## src/rtl/output_sram_arbiter_if.sv

```systemverilog
// Bank-side and SRAM-side signal bundle for the output SRAM arbiter.
// The arbiter connects to the slave modport; the bank and SRAM environment connects to the master modport.
interface output_sram_arbiter_if #(
  parameter int NUM_BANK = 4,
  parameter int FV_BW    = 64,
  parameter int NID_W    = 8
);
  logic [NUM_BANK-1:0]       bank_req;
  logic [NUM_BANK-1:0]       bank_sos;
  logic [NUM_BANK-1:0]       bank_eos;
  logic [NUM_BANK*FV_BW-1:0] bank_data;
  logic [NUM_BANK*NID_W-1:0] bank_node_id;
  logic                      sram_ready;

  logic [NUM_BANK-1:0]       req_grant;
  logic                      sram_wr_en;
  logic [FV_BW-1:0]          sram_wdata;
  logic [NID_W-1:0]          sram_node_id;
  logic                      sram_sos;
  logic                      sram_eos;

  modport slave (
    input  bank_req, bank_sos, bank_eos, bank_data, bank_node_id, sram_ready,
    output req_grant, sram_wr_en, sram_wdata, sram_node_id, sram_sos, sram_eos
  );

  modport master (
    output bank_req, bank_sos, bank_eos, bank_data, bank_node_id, sram_ready,
    input  req_grant, sram_wr_en, sram_wdata, sram_node_id, sram_sos, sram_eos
  );
endinterface

```

## src/rtl/output_sram_arbiter.sv

```systemverilog
// Round-robin burst arbiter: grants one vertex-buffer bank at a time and forwards
// its beats to the output SRAM one cycle after each transfer.
module output_sram_arbiter #(
  parameter int NUM_BANK  = 4,
  parameter int FV_BW     = 64,
  parameter int NID_W     = 8,
  parameter int MAX_BEATS = 16
) (
  input  logic                  clk,
  input  logic                  reset,
  output_sram_arbiter_if.slave  bus,
  output logic                  busy,
  output logic                  err_overrun
);

  localparam int OWN_W = (NUM_BANK > 1) ? $clog2(NUM_BANK) : 1;
  localparam int CNT_W = $clog2(MAX_BEATS + 1);

  localparam logic [0:0] ST_IDLE  = 1'b0;
  localparam logic [0:0] ST_BURST = 1'b1;

  localparam logic [OWN_W-1:0] LAST_RST  = OWN_W'(NUM_BANK - 1);
  localparam logic [CNT_W-1:0] CNT_FINAL = CNT_W'(MAX_BEATS - 1);

  logic [0:0]       state;
  logic [OWN_W-1:0] owner;
  logic [OWN_W-1:0] last_owner;
  logic [CNT_W-1:0] beat_cnt;

  logic [2*NUM_BANK-1:0] req_dbl;
  logic [OWN_W-1:0]      rr_pick;
  logic                  rr_found;

  logic             sel_req;
  logic             sel_sos;
  logic             sel_eos;
  logic [FV_BW-1:0] sel_data;
  logic [NID_W-1:0] sel_node;
  logic             transfer;

  assign busy = (state == ST_BURST);

  // Rotating the doubled request vector puts bank last_owner+1 at bit 0,
  // so the first set bit is the round-robin winner.
  // NOTE: every always_comb output gets a default first; a path that leaves one unassigned infers a latch.
  always_comb begin
    req_dbl  = {bus.bank_req, bus.bank_req} >> (int'(last_owner) + 1);
    rr_pick  = '0;
    rr_found = 1'b0;
    for (int k = 0; k < NUM_BANK; k++) begin
      if (!rr_found && req_dbl[k]) begin
        rr_found = 1'b1;
        rr_pick  = OWN_W'((int'(last_owner) + 1 + k) % NUM_BANK);
      end
    end
  end

  always_comb begin
    sel_req  = 1'b0;
    sel_sos  = 1'b0;
    sel_eos  = 1'b0;
    sel_data = '0;
    sel_node = '0;
    for (int i = 0; i < NUM_BANK; i++) begin
      if (owner == OWN_W'(i)) begin
        sel_req  = bus.bank_req[i];
        sel_sos  = bus.bank_sos[i];
        sel_eos  = bus.bank_eos[i];
        sel_data = bus.bank_data[i*FV_BW +: FV_BW];
        sel_node = bus.bank_node_id[i*NID_W +: NID_W];
      end
    end
  end

  // Grant is gated combinationally by sram_ready so a stalled SRAM never sees a beat.
  always_comb begin
    bus.req_grant = '0;
    if (state == ST_BURST && bus.sram_ready) begin
      for (int i = 0; i < NUM_BANK; i++) begin
        bus.req_grant[i] = (owner == OWN_W'(i));
      end
    end
  end

  assign transfer = (state == ST_BURST) && bus.sram_ready && sel_req;

  // NOTE: sequential state uses non-blocking assignments so every register samples pre-edge values.
  always_ff @(posedge clk or negedge reset) begin
    if (!reset) begin
      state       <= ST_IDLE;
      owner       <= '0;
      last_owner  <= LAST_RST;
      beat_cnt    <= '0;
      err_overrun <= 1'b0;
    end else begin
      case (state)
        ST_IDLE: begin
          if (rr_found) begin
            owner    <= rr_pick;
            beat_cnt <= '0;
            state    <= ST_BURST;
          end
        end
        ST_BURST: begin
          if (transfer) begin
            beat_cnt <= beat_cnt + CNT_W'(1);
            if (sel_eos) begin
              state      <= ST_IDLE;
              last_owner <= owner;
            end else if (beat_cnt == CNT_FINAL) begin
              // Forced release: the stream never ended within the legal burst length.
              err_overrun <= 1'b1;
              state       <= ST_IDLE;
              last_owner  <= owner;
            end
          end
        end
        default: state <= ST_IDLE;
      endcase
    end
  end

  // Write port: the strobe pulses once per transfer, the payload holds between writes.
  // NOTE: the payload registers are reset too because their post-reset value of zero is visible on the ports.
  always_ff @(posedge clk or negedge reset) begin
    if (!reset) begin
      bus.sram_wr_en   <= 1'b0;
      bus.sram_wdata   <= '0;
      bus.sram_node_id <= '0;
      bus.sram_sos     <= 1'b0;
      bus.sram_eos     <= 1'b0;
    end else begin
      bus.sram_wr_en <= transfer;
      if (transfer) begin
        bus.sram_wdata   <= sel_data;
        bus.sram_node_id <= sel_node;
        bus.sram_sos     <= sel_sos;
        bus.sram_eos     <= sel_eos;
      end
    end
  end

endmodule

```

## src/flat_wrapper.sv

```systemverilog
// flat-port wrapper written by rule: the top's interface ports become plain ports
module output_sram_arbiter_flat 
#(
  parameter int NUM_BANK  = 4,
  parameter int FV_BW     = 64,
  parameter int NID_W     = 8,
  parameter int MAX_BEATS = 16
)
  (clk, reset, busy, err_overrun, bus_bank_req, bus_bank_sos, bus_bank_eos, bus_bank_data, bus_bank_node_id, bus_sram_ready, bus_req_grant, bus_sram_wr_en, bus_sram_wdata, bus_sram_node_id, bus_sram_sos, bus_sram_eos);
  output_sram_arbiter_if #(.NUM_BANK(NUM_BANK), .FV_BW(FV_BW), .NID_W(NID_W)) bus_i ();
  input  logic clk;
  input  logic reset;
  output logic busy;
  output logic err_overrun;
  input wire logic [$bits(bus_i.bank_req)-1:0] bus_bank_req;
  input wire logic [$bits(bus_i.bank_sos)-1:0] bus_bank_sos;
  input wire logic [$bits(bus_i.bank_eos)-1:0] bus_bank_eos;
  input wire logic [$bits(bus_i.bank_data)-1:0] bus_bank_data;
  input wire logic [$bits(bus_i.bank_node_id)-1:0] bus_bank_node_id;
  input wire logic [$bits(bus_i.sram_ready)-1:0] bus_sram_ready;
  output wire logic [$bits(bus_i.req_grant)-1:0] bus_req_grant;
  output wire logic [$bits(bus_i.sram_wr_en)-1:0] bus_sram_wr_en;
  output wire logic [$bits(bus_i.sram_wdata)-1:0] bus_sram_wdata;
  output wire logic [$bits(bus_i.sram_node_id)-1:0] bus_sram_node_id;
  output wire logic [$bits(bus_i.sram_sos)-1:0] bus_sram_sos;
  output wire logic [$bits(bus_i.sram_eos)-1:0] bus_sram_eos;
  assign bus_i.bank_req = bus_bank_req;
  assign bus_i.bank_sos = bus_bank_sos;
  assign bus_i.bank_eos = bus_bank_eos;
  assign bus_i.bank_data = bus_bank_data;
  assign bus_i.bank_node_id = bus_bank_node_id;
  assign bus_i.sram_ready = bus_sram_ready;
  assign bus_req_grant = bus_i.req_grant;
  assign bus_sram_wr_en = bus_i.sram_wr_en;
  assign bus_sram_wdata = bus_i.sram_wdata;
  assign bus_sram_node_id = bus_i.sram_node_id;
  assign bus_sram_sos = bus_i.sram_sos;
  assign bus_sram_eos = bus_i.sram_eos;
  output_sram_arbiter #(.NUM_BANK(NUM_BANK), .FV_BW(FV_BW), .NID_W(NID_W), .MAX_BEATS(MAX_BEATS)) u_core (.clk(clk), .reset(reset), .bus(bus_i), .busy(busy), .err_overrun(err_overrun));
endmodule
```

## config.mk

```make
export PLATFORM = sky130hd
export DESIGN_NAME = output_sram_arbiter_flat
export DESIGN_NICKNAME = d
export VERILOG_FILES = /design/src/rtl/output_sram_arbiter_if.sv /design/src/rtl/output_sram_arbiter.sv /design/src/flat_wrapper.sv
export SDC_FILE = /design/constraint.sdc
export NUM_CORES = 1
export LEC_CHECK = 0
export ABC_AREA = 1
export ABC_CLOCK_PERIOD_IN_PS = 1860
export CAP_MARGIN = 20
export CORE_AREA = 2 2 149 151
export DETAILED_ROUTE_END_ITERATION = 10
export DIE_AREA = 0 0 151 153
export GPL_TIMING_DRIVEN = 0
export PLACE_DENSITY_LB_ADDON = 0.2
export SYNTH_ARGS = -nofsm -noshare
export SYNTH_HDL_FRONTEND = slang
export SYNTH_SLANG_ARGS = --single-unit
```

## constraint.sdc

```tcl
create_clock -name clk -period 1.86 [get_ports clk]
set_clock_uncertainty 0.05 [all_clocks]
set_input_delay 0.186 -clock clk [delete_from_list [all_inputs] [get_ports clk]]
set_output_delay 0.186 -clock clk [all_outputs]
set_load 0.01 [all_outputs]
```

---- Yosys cells after proc, flatten, opt, wreduce, memory -nomap -nowiden ----
Cells that the tools add are included.
storage, ports and cells
  logic and storage cells ................. 77
  register bits after elaboration ......... 86
  bits in latches ......................... 0
  memories kept ........................... 0
  output and inout bits ................... 81
  bits in writable memories ............... 0
  ROM bits ................................ 0
cells by class
  reductions and logical operators ........ 14
  $add $sub $neg .......................... 5
  $mul .................................... 0
  order comparisons ....................... 0
  bitwise operators ....................... 2
  shifts and indexed selects .............. 1
  divide/modulo/power cells ............... 0
  equal/unequal tests ..................... 6
  mux-type cells .......................... 39
operators with widths
  cell                 count
  $mux 64              4
  $mux 8               4
  $mux 1               20
  $mux 2               6
  $mux 5               2
  $pmux 5 s2           1
  $shr 8x3->4          1
  $add 5x1->5 const B  1
  $eq 5x4->1 const B   1
  $logic_and 1x1->1    5
  $add 2x2->2 const B  2
  $eq 2x2->1 const B   2
  $mux 4               1
  $reduce_and 2->1     2
  $reduce_and 4->1     1
  $add 2x1->3 const B  1
  $logic_not 1->1      3
  $reduce_and 3->1     1
  $add 2x1->2 const B  1
  $eq 2x1->1 const B   1
  $logic_not 2->1      1
  $ne 2x1->1 const B   1
  $ne 2x2->1 const B   1
  $not 1->1            2
  other kinds (2)      2

---- Longest topological paths before layout ----
  word-level depth ........................ 14
  gate-level depth with buffers ........... 11
  depth with buffers taken out ............ 9

---- Worst setup path before layout ----
No wires, ideal clock.
  path kind ............................... register to register
  from .................................... reg u_core.last_owner[0]
  to ...................................... reg u_core.owner[0]
  path buffers ............................ 2
  setup time .............................. 0.117 ns
  setup slack ............................. 0.142 ns
  arrival ................................. 1.551 ns
  cell stages (with the launch flop) ...... 12
  path through ............................ dfstp_2 -> buf_2 -> inv_1 -> nand2_1 -> nand3_1 -> nand2_1 -> nand3_1 -> nand2_1 -> buf_2 -> inv_1 -> nand3_1 -> nand2_1
on the way
  cells in the longest elaborated chain, start to end .. 13
  elaborated cells between the ends (all ways) .. 20
  classes of those cells .................. add/sub (4); shift (1); mux (8); reduce/logical (7)
ends and longest elaborated chain
  element                            line                        text
  from (decl)                        output_sram_arbiter.sv:27   logic [OWN_W-1:0] last_owner;
  from (signal assigned)             output_sram_arbiter.sv:109  last_owner <= owner;
  from (signal assigned)             output_sram_arbiter.sv:114  last_owner <= owner;
  $add 2x1->3 *                      output_sram_arbiter.sv:47   req_dbl = {bus.bank_req, bus.bank_req} >> (int'(last_owner) + 1);
  $shr 8x3->4                        output_sram_arbiter.sv:47
  $mux 1                             output_sram_arbiter.sv:51   if (!rr_found && req_dbl[k]) begin
  $logic_not 1->1                    output_sram_arbiter.sv:51
  $logic_and 1x1->1                  output_sram_arbiter.sv:51
  $mux 1                             output_sram_arbiter.sv:51
  $logic_not 1->1                    output_sram_arbiter.sv:51
  $logic_and 1x1->1                  output_sram_arbiter.sv:51
  $mux 1                             output_sram_arbiter.sv:51
  $logic_not 1->1                    output_sram_arbiter.sv:51
  $logic_and 1x1->1                  output_sram_arbiter.sv:51
  $mux 1                             output_sram_arbiter.sv:51
  $reduce_and 2->1 (no source line)  -
  to (signal assigned)               output_sram_arbiter.sv:99   owner <= rr_pick;
  to (decl)                          output_sram_arbiter.sv:26   logic [OWN_W-1:0] owner;
Every way passes the cells marked *; elsewhere a longest branch is shown, timed or not.
A chain may end at the register's enable or synchronous reset.

---- Worst setup path after layout ----
  from .................................... reg u_core.owner[0]
  to ...................................... reg u_core.bus.sram_wdata[62]
on the way
  cells in the longest elaborated chain, start to end .. 6
  elaborated cells between the ends (all ways) .. 13
  classes of those cells .................. eq/ne (3); mux (8); reduce/logical (2)
ends and longest elaborated chain
  element               line                          text
  $logic_not 2->1       output_sram_arbiter.sv:65     if (owner == OWN_W'(i)) begin
  $mux 1 (4 in series)  output_sram_arbiter.sv:65
  $logic_and 1x1->1     output_sram_arbiter.sv:85     assign transfer = (state == ST_BURST) && bus.sram_ready && sel_req;
  to (signal assigned)  output_sram_arbiter.sv:135    bus.sram_wdata <= sel_data;
  to (decl)             output_sram_arbiter_if.sv:24  output req_grant, sram_wr_en, sram_wdata, sram_node_id, sram_sos, sram_eos
Several ways; a longest one is shown, not always the timed one.

==> metrics <==
WL final=28500 um; area share of the largest cell type after synthesis=40.3%; max_slew headroom=62.2%; nature of the critical path startpoint=register; Nets=approximately 1400; Num CTS Buffers=9; placed inst area=0.00943 mm^2; post-synthesis net count=1034; Die Span Y=153 um; Root Buffer=clkbuf_16; maximum buffer depth of the clock tree=2; # fillers=2134; row cnt=between 50 and 60; count of unique library cells instantiated by Yosys=30; first-pass GRT wire length=40300 um; crit-path cells=buf_6 > inv_4 > nand2_4 > o22ai_4 > nor2_4 > nor2_4 > buf_12 > clkbuf_16 > clkbuf_16 > o21ai_2; Crit-path slowest cell=dfrtp_1; IO Port Bufs=383; Die Width=151 um; Final Cycle Share=99.4%; CTS tree=built; final hold violation count=0; gr ovfl total=0; Core Area=0.0215 mm^2; run status=finished, final reports clean; Seq cells post-synth=86; worst-margin pin slew=566 ps; wire length per cell=19.9 um; WS Path Type=reg -> reg; Syn-to-layout area delta=105%; post-synthesis sequential area ratio=about 41%; endpoints failing setup=0; Total GRT Usage=23.2%; Starting Density=around a quarter; Final WS setup=10.3 ps; TritonCTS Sinks=86; GP Congestion=~0.84; total chip power=0.0158 W; DRT Pass-1 Iters=5; Pins Over Slew Limit=0; Setup WS pre-CTS=-949 ps; die area=0.0231 mm^2; synthesized area=0.00522 mm^2; max-cap viol count=0; dpl hpwl=around 21000 um; largest net degree at the start of global routing=50; f_max=541 MHz; Peak VDD IR=578 uV; Detail Route Antenna Nets=0; CP Capture Type=register; Pleak=4.67 nW; H-tree lvl count=3; number of remaining DRC errors=0; average size of a mapped cell=7.16 um^2; CP arrival=around 2000 ps; Worst EP required=between 2000 and 2500 ps; fin crit period=1850 ps; Clock transition at path regs=70 ps; Power per Cell Area=1470 mW/mm^2; clk_lat worst skew=350 ps; max incr delay on CP=370 ps; via count of the first global-routing pass=7042; Worst Hold Class=in -> async; # IOs=384; via density per instance=4.89; unrepaired setup endpoints after global routing=true; initial antenna violation count=1; share of layout cells above drive strength 1=17.3%; Mapped Cells=729; total vias in the final route=6991; fin area=0.0107 mm^2; Critical Path Fanout Max=7; synth top area cells=dfrtp_1 40%, nand2_1 20%, nand3_1 9.2%; Ys Warns=0; Starting DRT DRC Count=352; leading area contributor after synthesis=dfrtp_1
[synth_stat cells (all sizes together)]
master / count
nand2: 276
o21ai: 114
nand3: 96
dfrtp: 84
a221oi: 54
clkbuf: 34
buf: 25
inv: 16
nor2: 14
dfstp: 2
ha: 2
nand4: 2
a21oi: 1
nand3b: 1
nor3: 1
nor3b: 1
o211ai: 1
o21bai: 1
o22ai: 1
or2: 1
xnor2: 1
xor2: 1
[layout by cell type, fill, tap and decap left out, types with 3 or more instances in the layout]
cell / n
nand2_1: 236
a221oi_2: 24
nor2_1: 8
clkbuf_16: 18
buf_12: 6
clkdlybuf4s50_1: 378
clkbuf_2: 14
nand3_1: 92
nor2_4: 4
dfrtp_1: 83
buf_6: 6
nand2_2: 35
clkbuf_4: 13
buf_2: 8
buf_4: 18
o21ai_2: 20
dlygate4sd2_1: 3
nand3_2: 4
inv_1: 11
inv_2: 4
a221oi_1: 30
clkinv_2: 3
o21ai_0: 61
o21ai_1: 33
nand2_4: 5
[sequential cells by signal (all words and copies together) (netlist names)]
name,cells
u_core.bus.sram_sos,1
u_core.bus.sram_node_id,8
u_core.bus.sram_eos,1
u_core.err_overrun,1
u_core.bus.sram_wr_en,1
u_core.last_owner,2
u_core.owner,2
u_core.beat_cnt,5
u_core.busy,1
u_core.bus.sram_wdata,64
[path summary, 6_finish.rpt]
check	start	to	slack [ps]	cells past startpoint
setup / recovery	u_core.owner[0]$_DFFE_PN0P_	u_core.bus.sram_wdata[62]$_DFFE_PN0P_	10	10
hold / removal	reset	u_core.bus.sram_wr_en$_DFF_PN0_	320	2
setup reg to reg	u_core.owner[0]$_DFFE_PN0P_	u_core.bus.sram_wdata[62]$_DFFE_PN0P_	10	10
hold reg to reg	u_core.bus.sram_wdata[2]$_DFFE_PN0P_	u_core.bus.sram_wdata[2]$_DFFE_PN0P_	430	2
max in group asynchronous	reset	u_core.last_owner[1]$_DFFE_PN1P_	770	3
min in group clk	u_core.bus.sram_wdata[2]$_DFFE_PN0P_	u_core.bus.sram_wdata[2]$_DFFE_PN0P_	430	2
[cells by family (layout without fill, tap and decap cells)]
logic type,after synthesis,count (layout),synth area share [%]
AOI/OAI and AO/OA,172,172,20.5
DFF,86,86,41.3
and+or+nand+nor,392,392,31.0
adders and majority gates,2,2,0.480
other,0,1,0
xor gates and xnor gates,2,2,0.336
buffers and inverters,75,494,6.38
[worst max-delay path, delay by kind of cell, from the launching register on]
family | cells | cell delay [ps]
simple gates | 3 | 290
compound gates | 2 | 260
flops | 1 | 370
buf+inv | 5 | 730
[cell type report]
cell class / instances / area (um^2) / area share (%)
clock buffer: 10 / 229 / 2.14
timing repair buffer: 407 / 4210 / 39.3
clock inverter: 5 / 75.1 / 0.701
sequential: 86 / 2160 / 20.1
buffer: 56 / 484 / 4.52
tap: 280 / 350 / 3.27
multi-input combinational: 568 / 3140 / 29.3
inverter: 16 / 62.6 / 0.584
antenna: 1 / 2.50 / 0.0234
[where the power goes]
group / internal, W / switching [W] / leakage [nW]
Combinational: 0.00491 / 0.00561 / 3.44
Clock: 0.00116 / 0.000783 / 0.152
Sequential: 0.00273 / 0.000575 / 1.08
[repair_timing]
action | 4_1_cts | 5_1_grt
setup buffers | 8 | 5
setup endpoints to repair | 86 | 85
gates cloned | 0 | 9
resized for setup | 61 | 164
pin swaps | 3 | 9
hold buffers | 1 | 0
endpoints found under the hold margin | 37 | 0
[layer usage]
metal	global-route usage, %	wire (um)
met1	27.2	11100
met2	40.6	14100
met3	5.07	2180
met4	9.79	1100
met5	0	0
[per-stage QoR]
| stage | instances | TNS (ps) | hold WS [ps] | util, % |
|---|---|---|---|---|
| after global routing | 1428 | -2880 | 349 | 49.8 |
| after detailed placement | 1393 | -38980 | 152 | 43.9 |
| after floorplan | 729 | 0 | -160 | - |
| after global placement | 1392 | -282320 | 405 | 43.8 |
| final | 1429 | 0 | 316 | 49.8 |
| after CTS | 1414 | 0 | 326 | 46.4 |
Note: power is estimated with default switching activity, not from simulation.
